### src/rtl/screen_row_streamer.sv
// Snapshots the composited board on frame_req and streams it one row per beat (DIRTY_ROWS_EN: only changed rows).
// Latency: frame_req -> first row_valid 1 cycle; one beat per cycle with row_ready high; frame_done the cycle after the last row.
// Backpressure: row_ready low holds the current beat indefinitely; requests while busy collapse into one pending frame.
module screen_row_streamer #(
  parameter int COLS  = 10,
  parameter int ROWS  = 20,
  parameter int IDX_W = $clog2(ROWS)
) (
  input  logic                      clk,
  input  logic                      reset_n,
  input  logic [COLS-1:0][ROWS-1:0] in_state,   // screen field of game_state_t, indexed [x][y]
  input  logic                      frame_req,
  output logic                      row_valid,
  input  logic                      row_ready,
  output logic [IDX_W-1:0]          row_idx,
  output logic [COLS-1:0]           row_data,
  output logic                      row_last,
  output logic                      busy,
  output logic                      frame_done
);

  typedef enum logic [1:0] {
    ST_IDLE,
    ST_STREAM,
    ST_DONE
  } state_e;

  state_e                    state_q;
  logic [IDX_W-1:0]          y_q;
  logic [ROWS-1:0][COLS-1:0] snap_q;      // snapshot stored row-major: snap_q[y][x]
  logic                      pending_q;
  logic                      row_valid_q;
  logic [COLS-1:0]           row_data_q;
  logic                      row_last_q;
  logic                      done_q;

  logic [ROWS-1:0][COLS-1:0] in_rows;     // in_state transposed to row words
  logic [ROWS-1:0]           dirty_new;   // rows to emit if a snapshot were taken this edge
  logic [ROWS-1:0]           dirty_cur;   // rows to emit for the frame in flight
  logic                      start;
  logic                      advance;
  logic                      at_end;
  logic [IDX_W-1:0]          nxt_idx;
  logic [ROWS-1:0]           nxt_map;
  logic [COLS-1:0]           nxt_row;
  logic                      nxt_hi;
  logic                      nxt_vld;
  logic                      nxt_last;

  // Transpose the board so each row word is bit x = screen[x][y].
  always_comb begin
    in_rows = '0;
    for (int y = 0; y < ROWS; y++) begin
      for (int x = 0; x < COLS; x++) begin
        in_rows[y][x] = in_state[x][y];
      end
    end
  end

  assign start   = (state_q == ST_IDLE) && (frame_req || pending_q);
  assign advance = !row_valid_q || row_ready;
  assign at_end  = (y_q == IDX_W'(ROWS - 1));

`ifdef DIRTY_ROWS_EN
  logic [ROWS-1:0][COLS-1:0] sent_q;
  logic [ROWS-1:0]           dirty_q;
  logic                      accept;

  assign accept    = row_valid_q && row_ready;
  assign dirty_cur = dirty_q;

  // A row is dirty when the new snapshot differs from what the display last received.
  always_comb begin
    dirty_new = '0;
    for (int y = 0; y < ROWS; y++) begin
      dirty_new[y] = (in_rows[y] != sent_q[y]);
    end
  end

  // Capture the dirty map at the snapshot edge; record each row once downstream takes it.
  always_ff @(posedge clk or negedge reset_n) begin
    if (!reset_n) begin
      sent_q  <= '0;
      dirty_q <= '0;
    end else begin
      if (start) begin
        dirty_q <= dirty_new;
      end
      if (accept) begin
        sent_q[y_q] <= row_data_q;
      end
    end
  end
`else
  assign dirty_new = '1;
  assign dirty_cur = '1;
`endif

  // Next beat: row 0 of the live board at the snapshot edge, else the following snapshot row.
  always_comb begin
    nxt_idx = '0;
    nxt_map = dirty_new;
    nxt_row = in_rows[0];
    nxt_hi  = 1'b0;
    if (!start) begin
      nxt_map = dirty_cur;
      nxt_row = '0;
      if (!at_end) begin
        nxt_idx = y_q + 1'b1;
        nxt_row = snap_q[nxt_idx];
      end
    end
    for (int i = 0; i < ROWS; i++) begin
      if (i > int'(nxt_idx)) begin
        nxt_hi = nxt_hi | nxt_map[i];
      end
    end
    nxt_vld  = nxt_map[nxt_idx];
    nxt_last = nxt_vld & ~nxt_hi;
  end

  // Frame sequencer with registered beat outputs and a single pending-request flag.
  always_ff @(posedge clk or negedge reset_n) begin
    if (!reset_n) begin
      state_q     <= ST_IDLE;
      y_q         <= '0;
      snap_q      <= '0;
      pending_q   <= 1'b0;
      row_valid_q <= 1'b0;
      row_data_q  <= '0;
      row_last_q  <= 1'b0;
      done_q      <= 1'b0;
    end else begin
      done_q <= 1'b0;
      case (state_q)
        ST_IDLE: begin
          if (start) begin
            snap_q      <= in_rows;
            pending_q   <= 1'b0;
            y_q         <= '0;
            row_valid_q <= nxt_vld;
            row_data_q  <= nxt_row;
            row_last_q  <= nxt_last;
            state_q     <= ST_STREAM;
          end
        end
        ST_STREAM: begin
          if (frame_req) begin
            pending_q <= 1'b1;
          end
          if (advance) begin
            if (at_end) begin
              y_q         <= '0;
              row_valid_q <= 1'b0;
              row_data_q  <= '0;
              row_last_q  <= 1'b0;
              done_q      <= 1'b1;
              state_q     <= ST_DONE;
            end else begin
              y_q         <= nxt_idx;
              row_valid_q <= nxt_vld;
              row_data_q  <= nxt_row;
              row_last_q  <= nxt_last;
            end
          end
        end
        ST_DONE: begin
          if (frame_req) begin
            pending_q <= 1'b1;
          end
          state_q <= ST_IDLE;
        end
        default: begin
          state_q <= ST_IDLE;
        end
      endcase
    end
  end

  assign row_valid  = row_valid_q;
  assign row_idx    = y_q;
  assign row_data   = row_data_q;
  assign row_last   = row_last_q;
  assign frame_done = done_q;
  assign busy       = (state_q != ST_IDLE);

endmodule
### config.mk
export PLATFORM = sky130hd
export DESIGN_NAME = screen_row_streamer
export DESIGN_NICKNAME = d
export VERILOG_FILES = /design/src/rtl/screen_row_streamer.sv
export SDC_FILE = /design/constraint.sdc
export NUM_CORES = 1
export LEC_CHECK = 0
export CORE_UTILIZATION = 30
export CTS_CLUSTER_DIAMETER = 200
export CTS_CLUSTER_SIZE = 14
export DETAILED_ROUTE_END_ITERATION = 12
export PLACE_DENSITY = 0.52
export SLEW_MARGIN = 20
export SYNTH_ARGS = -nofsm -noshare
export SYNTH_HDL_FRONTEND = slang
export SYNTH_SLANG_ARGS = --single-unit
### constraint.sdc
create_clock -name clk -period 3.8 [get_ports clk]
set_clock_uncertainty 0.05 [all_clocks]
set_input_delay 0.38 -clock clk [delete_from_list [all_inputs] [get_ports clk]]
set_output_delay 0.38 -clock clk [all_outputs]
set_load 0.01 [all_outputs]
Word-level counts from Yosys, hierarchy flattened --
Memory sizes are Yosys's and may differ from the RTL's. Index checks and enable logic that the tools add are counted.
Word-level totals: register bits 221, bits in read-only memories 32, input port bits 204, output and inout bits 19, memories 1
Operators by class: $add $sub $neg 1, $lt $le $gt $ge 21, equality and inequality tests 7, multiplexer cells 51, bitwise gates (word level) 2, reduce and logical (&&, ||, !) cells 13
Memory list:
- (no name shown) | words 32, width 1, read ports 1, clocked after memory_dff 0, wr ports 0, RTL line 118 | nxt_vld = nxt_map[nxt_idx];
Operators by type and width (count):
- binary-select mux 10 bit (select 5 bit) | 1
- two-way mux 10 bit | 5
- > comparator 4 x 5 -> 1 bit, first input constant | 8
- two-way mux 1 bit | 31
- two-way mux 5 bit | 5
- > comparator 3 x 5 -> 1 bit, first input constant | 4
- > comparator 5 bit, first input constant | 4
- one-hot mux 10 bit (2 select lines) | 1
- < comparator 5 x 6 -> 1 bit, second input constant | 2
- > comparator 2 x 5 -> 1 bit, first input constant | 2
- one-hot mux 5 bit (2 select lines) | 1
- AND reduction 3 bit | 3
- two-way mux 2 bit | 3
- != test 2 bit, second input constant | 3
- one-hot mux 1 bit (2 select lines) | 3
- nonzero test 2 bit | 3
- adder 5 x 1 -> 5 bit, second input constant | 1
- equality test 5 bit, second input constant | 1
- > comparator 1 x 5 -> 1 bit, first input constant | 1
- one-hot mux 2 bit (2 select lines) | 1
- equality test 2 x 1 -> 1 bit, second input constant | 1
- equality test 2 bit, second input constant | 1
- zero test 2 bit | 1
- logical OR 1 bit | 2
- other kinds (7) | 7

Longest topological paths before layout --
Gate-level depths: netlist of run 1.
word-level depth 28, gate-level depth with buffers 8, mapped depth without buffers 7

Worst setup path before layout of run 1 --
OpenSTA, ideal clock, no wires.
path kind register -> register, from register y_q[0], in the netlist row_idx[0], to register row_data_q[3], in the netlist row_data[3], arrival time 1885 ps, data required time 3622 ps, path slack 1737 ps, stages on the path, launching flop included 8, clock period less this slack 2063 ps, path through dfrtp_1 -> ha_1 -> buf_2 -> buf_2 -> mux4_2 -> mux2_2 -> o221ai_1 -> o31ai_1
Between the ends: cells in the longest elaborated chain, start to end 7
Ends and longest elaborated chain:
- from (decl) | RTL line 29 | logic [IDX_W-1:0] y_q;
- from (signal assigned) | RTL line 160 | y_q <= nxt_idx;
- adder 5 x 1 -> 5 bit | RTL line 109 | nxt_idx = y_q + 1'b1;
- binary-select mux 10 bit (select 5 bit) | RTL line 110 | nxt_row = snap_q[nxt_idx];
- two-way mux 10 bit (not written as such) | RTL line 110
- two-way mux 10 bit | RTL line 105 | if (!start) begin
- two-way mux 10 bit | RTL line 152 | if (at_end) begin
- two-way mux 10 bit | RTL line 151 | if (advance) begin
- one-hot mux 10 bit (2 select lines) * | RTL line 135 | case (state_q)
- to (signal assigned) | RTL line 142 | row_data_q <= nxt_row;
- to (signal assigned) | RTL line 162 | row_data_q <= nxt_row;
- to (decl) | RTL line 33 | logic [COLS-1:0] row_data_q;
Mark *: on every way between the ends. The rest lies on a longest branch, timed or not. The select of a mux whose other input is x is not followed. A chain may end at the register's enable or synchronous reset.

Final worst setup path of run 1 --
from register y_q[0], in the netlist row_idx[0], to register row_data_q[8], in the netlist row_data[8]
Same word-level chain as after synthesis.

==> out/metrics.yaml, run 1 <==
outcome:
  status: "finished, final reports clean"
logic_synthesis:
  syn_area_um2: 10300
  synthTopCellsByCount: "nand2_1 (608), dfrtp_1 (221), mux4_2 (38)"
  yosysMostFrequentCell: "nand2_1"
  synth-main-ff-cell: "dfrtp_1"
  synthTopCellsByArea: "dfrtp_1 (54%), nand2_1 (22%), mux4_2 (8.3%), mux4_1 (3.1%), o21ai_0 (1.4%)"
  yosys-mux-area-fraction_pct: 12.6
  synth_top_family_by_area: "simple AND/OR/NAND/NOR gates"
  ys_seq_area_share_pct: 53.9
  synth_nets: 1285
  syn_area_per_cell_um2: 9.52
  synth_top_area_share_pct: 53.9
  synth_top_area_cell: "dfrtp_1"
  synth.distinct_cells: 43
  synth-edff-count: 0
  synth_simple_gate_area_share_pct: 24.3
  ys_warn_count: 0
  yosys.area_share.adder_pct: 0.488
  synthXorXnorAreaFrac_pct: 0.256
  synthArstFlopShare_pct: 100
  syn-instance-count: 1077
  ys_ff_latch: 221
  synth-compound-area-share_pct: 4.86
critical_path:
  worst_ep_arrival_time_ns: 3.22
  worstSetupStartpointType: "flop"
  worstSetupPathType: "reg2reg"
  crit_path_end_kind: "flop"
  path_max_fanout: 33
  required_ns: 4.13
die:
  design.die.area_um2: 34900
  die_w_um: 187
  core_um2: 33600
  die_h_um: 187
  boundaryPins: 223
  initial_core_util_pct: 30.5
  fp-row-count: 67
power_and_ir_drop:
  power.density_nw_per_um2: 825
  peakVddDrop_mv: 0.451
  leakagePower_nw: 6.36
  p_total_w: 0.0110
finish:
  postLayoutCoreUtil_pct: 39.8
  nets: 1477
  area_growth_pct: 30.6
  drive_gt1_share_pct: 7.87
  num-fill-cells: 3342
  n_antenna_cell: 0
placement:
  gp_congestion: 0.850
  place_ws_ns: 0.909
  io_buffers: 222
  dpl.hpwl_um: 23200
clock_tree:
  clk_pin_slew_worst_paths_ns: 0.08
  cts_tree: "done"
  ctsHoldBuffers: 1
  htreeDepth: 1
  cts_setup_buffers: 0
  cts_root_buffer: "clkbuf_16"
  cts.path.max_buffers: 3
  ctsResizeCount: 0
  clock_latency_ns: 0.50
  cts_buffers: 19
  cts.sinks: 221
job:
  drv_cap: 0
global_routing:
  track_usage_pct: 18.3
  grt_pass1_vias: 8158
  grt_pass1_wl_um: 48900
  antenna_found_initial: 0
  grt-ovfl-total: 0
  grt_max_degree: 107
sta:
  setup_tns_ns: 0
  fmax_ghz: 0.346
  finalSetupViolCount: 0
  period_needed_ns: 2.89
  slew_headroom_pct: 37.7
  fin_crit_sh_pct: 76.1
  hold_viol: 0
  maxSlewViolCount: 0
  rsz0062_at_grt: "no"
  worst_pin_slew_ns: 0.931
  fin_ws_ns: 0.908
  holdWs_ns: 0.349
drt:
  vias_per_cell: 4.69
  vias: 8051
  drc: 0
  drtIter0Drc: 506
  drt-total-wl_um: 31600
  wire_per_inst_um: 18.4
  drtAntennaViolNets: 0
  first_pass_iters: 5
hold_path:
  min_path_type: "in2reg"
-- stage by stage --
step | std cells | instance area (µm²)
2_1_floorplan | 1077 | 10300
3_3_place_gp | 1695 | 12900
3_5_place_dp | 1695 | 12900
4_1_cts | 1718 | 13400
5_1_grt | 1718 | 13400
6_report | 1718 | 13400
-- critical path, stage by stage (launching register included) --
cell and delay [ns]:
dfrtp_4 0.58, ha_2 0.91, buf_4 0.41, mux4_2 0.39
o221ai_1 0.30, o31ai_1 0.13
-- layer usage --
metal | global-route usage, % | routed length [µm]
met1 | 26.8 | 14800
met2 | 28.3 | 14300
met3 | 2.76 | 1690
met4 | 4.51 | 730
met5 | 0 | 0
-- power by group --
part	switching, W	internal [W]
logic	0.00270	0.00222
registers	0.000866	0.00352
clock network	0.000853	0.000896
total	0.00442	0.00663
-- registers in the layout, summed over array words and instances (netlist names) --
register,count
frame_done,1
state_q,2
row_idx,5
pending_q,1
row_last,1
row_valid,1
snap_q,200
row_data,10
-- layout make-up --
type	count	area (µm²)	area share, %
sequential	221	5530	41.3
multi-input combinational	782	4380	32.7
timing repair buffer	240	2400	17.9
tap	448	561	4.19
clock buffer	20	479	3.58
inverter	5	18.8	0.140
clock inverter	2	13.8	0.103
-- placed cells by master (no fill, tap or decap), types with 2 or more instances in the layout --
cell             count
o21ai_0             27
buf_12               3
ha_1                 3
inv_1                5
and2_1               2
buf_4               14
a21o_1               2
a21oi_1             12
o221ai_2             3
o221ai_1             7
nor2_1              16
clkbuf_16           19
nand2_1            608
clkdlybuf4s50_1    221
xor2_1               3
dfrtp_1            220
a22o_1               2
mux4_2              38
nand2b_1             2
mux4_1              12
o31ai_1             11
nor2b_1              4
mux2_2              10
-- logic make-up after synthesis --
logic type | Yosys count
compound gates | 73
mux | 61
buf+inv | 74
fa+ha+maj | 4
xor+xnor | 3
simple gates | 641
flops | 221
-- final timing paths --
kind / startpoint / slack, ns / endpoint / depth (start not counted)
max in group asynchronous: reset_n / 2.26 / snap_q[29]$_DFFE_PN0P_ / 3
min in group asynchronous: reset_n / 0.44 / snap_q[137]$_DFFE_PN0P_ / 2
setup / recovery: row_idx[0]$_DFFE_PN0P_ / 0.91 / row_data[8]$_DFFE_PN0P_ / 5
hold reg to reg: snap_q[156]$_DFFE_PN0P_ / 0.42 / snap_q[156]$_DFFE_PN0P_ / 2
hold / removal: in_state[34] / 0.35 / snap_q[141]$_DFFE_PN0P_ / 3
setup reg to reg: row_idx[0]$_DFFE_PN0P_ / 0.91 / row_data[8]$_DFFE_PN0P_ / 5
No activity file was read; power rests on OpenSTA's default activity.
==> run 2, diff against run 1 <==
Settings changed: PLACE_DENSITY 0.52 to 0.54.
Clock period 3.8 ns to 2.35 ns, I/O delays scaled along.
==> run 2 against run 1 <==
Non-clock buffer count is 7 higher. Count of clock-buffer cells in the layout stayed put. Fmax is 29% higher. Global-route usage is 0.43 points lower. Register-to-register slack worse by 0.80 ns. First-iteration DRC count is 18% higher. Final area is 1.1% higher. Critical path depth is 1 higher. Worst setup slack worse by 0.80 ns. Clock power is 61% higher. Worst hold slack worse by 0.14 ns. Critical endpoint is now row_data[1]$_DFFE_PN0P_.
==> out/metrics.yaml, run 2 (same netlist as run 1, synthesis figures left out) <==
die:
  boundaryPins: 223
  design.die.area_um2: 34900
  fp-row-count: 67
  die_w_um: 187
  initial_core_util_pct: 30.5
  core_um2: 33600
  die_h_um: 187
clock_tree:
  cts_tree: "done"
  clock_latency_ns: 0.50
  cts.sinks: 221
  htreeDepth: 1
  cts_root_buffer: "clkbuf_16"
  cts_setup_buffers: 0
  cts.path.max_buffers: 3
  cts_buffers: 19
  clk_pin_slew_worst_paths_ns: 0.08
sta:
  fin_crit_sh_pct: 95.3
  finalSetupViolCount: 0
  slew_headroom_pct: 63.6
  setup_tns_ns: 0
  period_needed_ns: 2.24
  fmax_ghz: 0.446
  fin_ws_ns: 0.109
  worst_pin_slew_ns: 0.545
  hold_viol: 0
  maxSlewViolCount: 0
  rsz0062_at_grt: "no"
critical_path:
  crit_path_end_kind: "flop"
  worstSetupPathType: "reg2reg"
  path_max_fanout: 35
  crit_chain: "ha_2 > buf_12 > mux4_1 > mux2_2 > o221ai_2 > o31ai_1"
  required_ns: 2.68
  worst_path_max_delay_cell: "dfrtp_4"
  worst_ep_arrival_time_ns: 2.57
  worstSetupStartpointType: "flop"
  cpPeakStageDelay_ns: 0.50
drt:
  drtIter0Drc: 599
  drc: 0
  drt-total-wl_um: 31000
  vias_per_cell: 4.65
  vias: 8023
  wire_per_inst_um: 18.0
  first_pass_iters: 5
  drtAntennaViolNets: 0
global_routing:
  antenna_found_initial: 0
  grt-ovfl-total: 0
  grt_max_degree: 104
  track_usage_pct: 17.8
  grt_pass1_wl_um: 48000
  grt_pass1_vias: 8040
placement:
  place_ws_ns: 0.0828
  gp_congestion: 0.834
  io_buffers: 222
  place_area_um2: 13000
  dpl.hpwl_um: 22800
finish:
  top_register: "snap_q"
  largest_register_ffs: 200
  drive_gt1_share_pct: 8.46
  n_antenna_cell: 0
  nets: 1484
  final_cell_mix: "nand2_1 (608), clkdlybuf4s50_1 (221), dfrtp_1 (220), mux4_2 (38), o21ai_0 (27)"
  layout_commonest_cell: "nand2_1"
  area_growth_pct: 32.0
  fin_area_um2: 13500
outcome:
  status: "finished, final reports clean"
hold_path:
  min_path_type: "in2reg"
job:
  drv_cap: 0
power_and_ir_drop:
  power.density_nw_per_um2: 1330
  peakVddDrop_mv: 0.970
  leakagePower_nw: 6.42
-- run 2: cell types whose count changed in the layout (fill, tap and decap cells not counted) --
cell    change
buf_12      +7
ha_1        -1
ha_2        +1
-- run 2: layer usage --
| metal | up-vias | track usage, % | routed length [µm] |
|---|---|---|---|
| met5 | - | 0 | 0 |
| li1 | 3870 | - | - |
| met1 | 3907 | 26.0 | 14800 |
| met2 | 217 | 28.8 | 14600 |
| met4 | 0 | 3.37 | 422 |
| met3 | 29 | 2.03 | 1260 |
-- run 2: path summary, 6_finish.rpt --
check	from	to	slack [ns]	cells after the start
worst min register to register	snap_q[185]$_DFFE_PN0P_	snap_q[185]$_DFFE_PN0P_	0.42	2
min in group asynchronous	reset_n	snap_q[136]$_DFFE_PN0P_	0.23	2
worst min-delay path	in_state[75]	snap_q[153]$_DFFE_PN0P_	0.21	3
worst max-delay path	row_idx[0]$_DFFE_PN0P_	row_data[1]$_DFFE_PN0P_	0.11	6
max in group asynchronous	reset_n	snap_q[125]$_DFFE_PN0P_	1.32	3
worst max register to register	row_idx[0]$_DFFE_PN0P_	row_data[1]$_DFFE_PN0P_	0.11	6
-- run 2: area by class of cell --
cell class | count | area, µm²
Inverter | 5 | 18.8
Sequential cell | 221 | 5530
Multi-Input combinational cell | 782 | 4390
Fill cell | 3330 | 20100
Clock buffer | 20 | 479
Tap cell | 448 | 561
Clock inverter | 2 | 13.8
Timing Repair Buffer | 247 | 2540
-- run 2: repair_timing --
item	in CTS	in global routing
hold endpoints to repair	57	0
gates resized for setup	0	1
endpoints found under the setup margin	0	2
hold buffers	1	0
-- run 2: through the flow --
step,utilization (%),cells,hold WS [ns],total power (W)
final,40.3,1725,0.208,0.0180
after global placement,38.8,1703,0.180,0.0153
after CTS,40.3,1726,0.194,0.0183
after global routing,40.3,1725,0.208,0.0194
after detailed placement,38.8,1703,0.171,0.0153
after floorplan,-,1077,-0.111,0.0122
-- run 2: critical path: cells and delay by family (launching register included) --
family / cells / cell delay, ns
buf+inv: 1 / 0.24
compound gates: 2 / 0.28
flops: 1 / 0.50
mux: 2 / 0.65
fa+ha+maj: 1 / 0.39
-- run 2: where the power goes --
part           switching, W  internal [W]  leakage (nW)
Clock               0.00138       0.00145         0.244
Combinational       0.00457       0.00374          3.47
Sequential          0.00122       0.00569          2.71
==> run 3, diff against run 2 <==
Settings changed: SLEW_MARGIN 20 to unset.
==> results of run 3 <==
Final layout, timing and power as in run 2 (identical DEF).
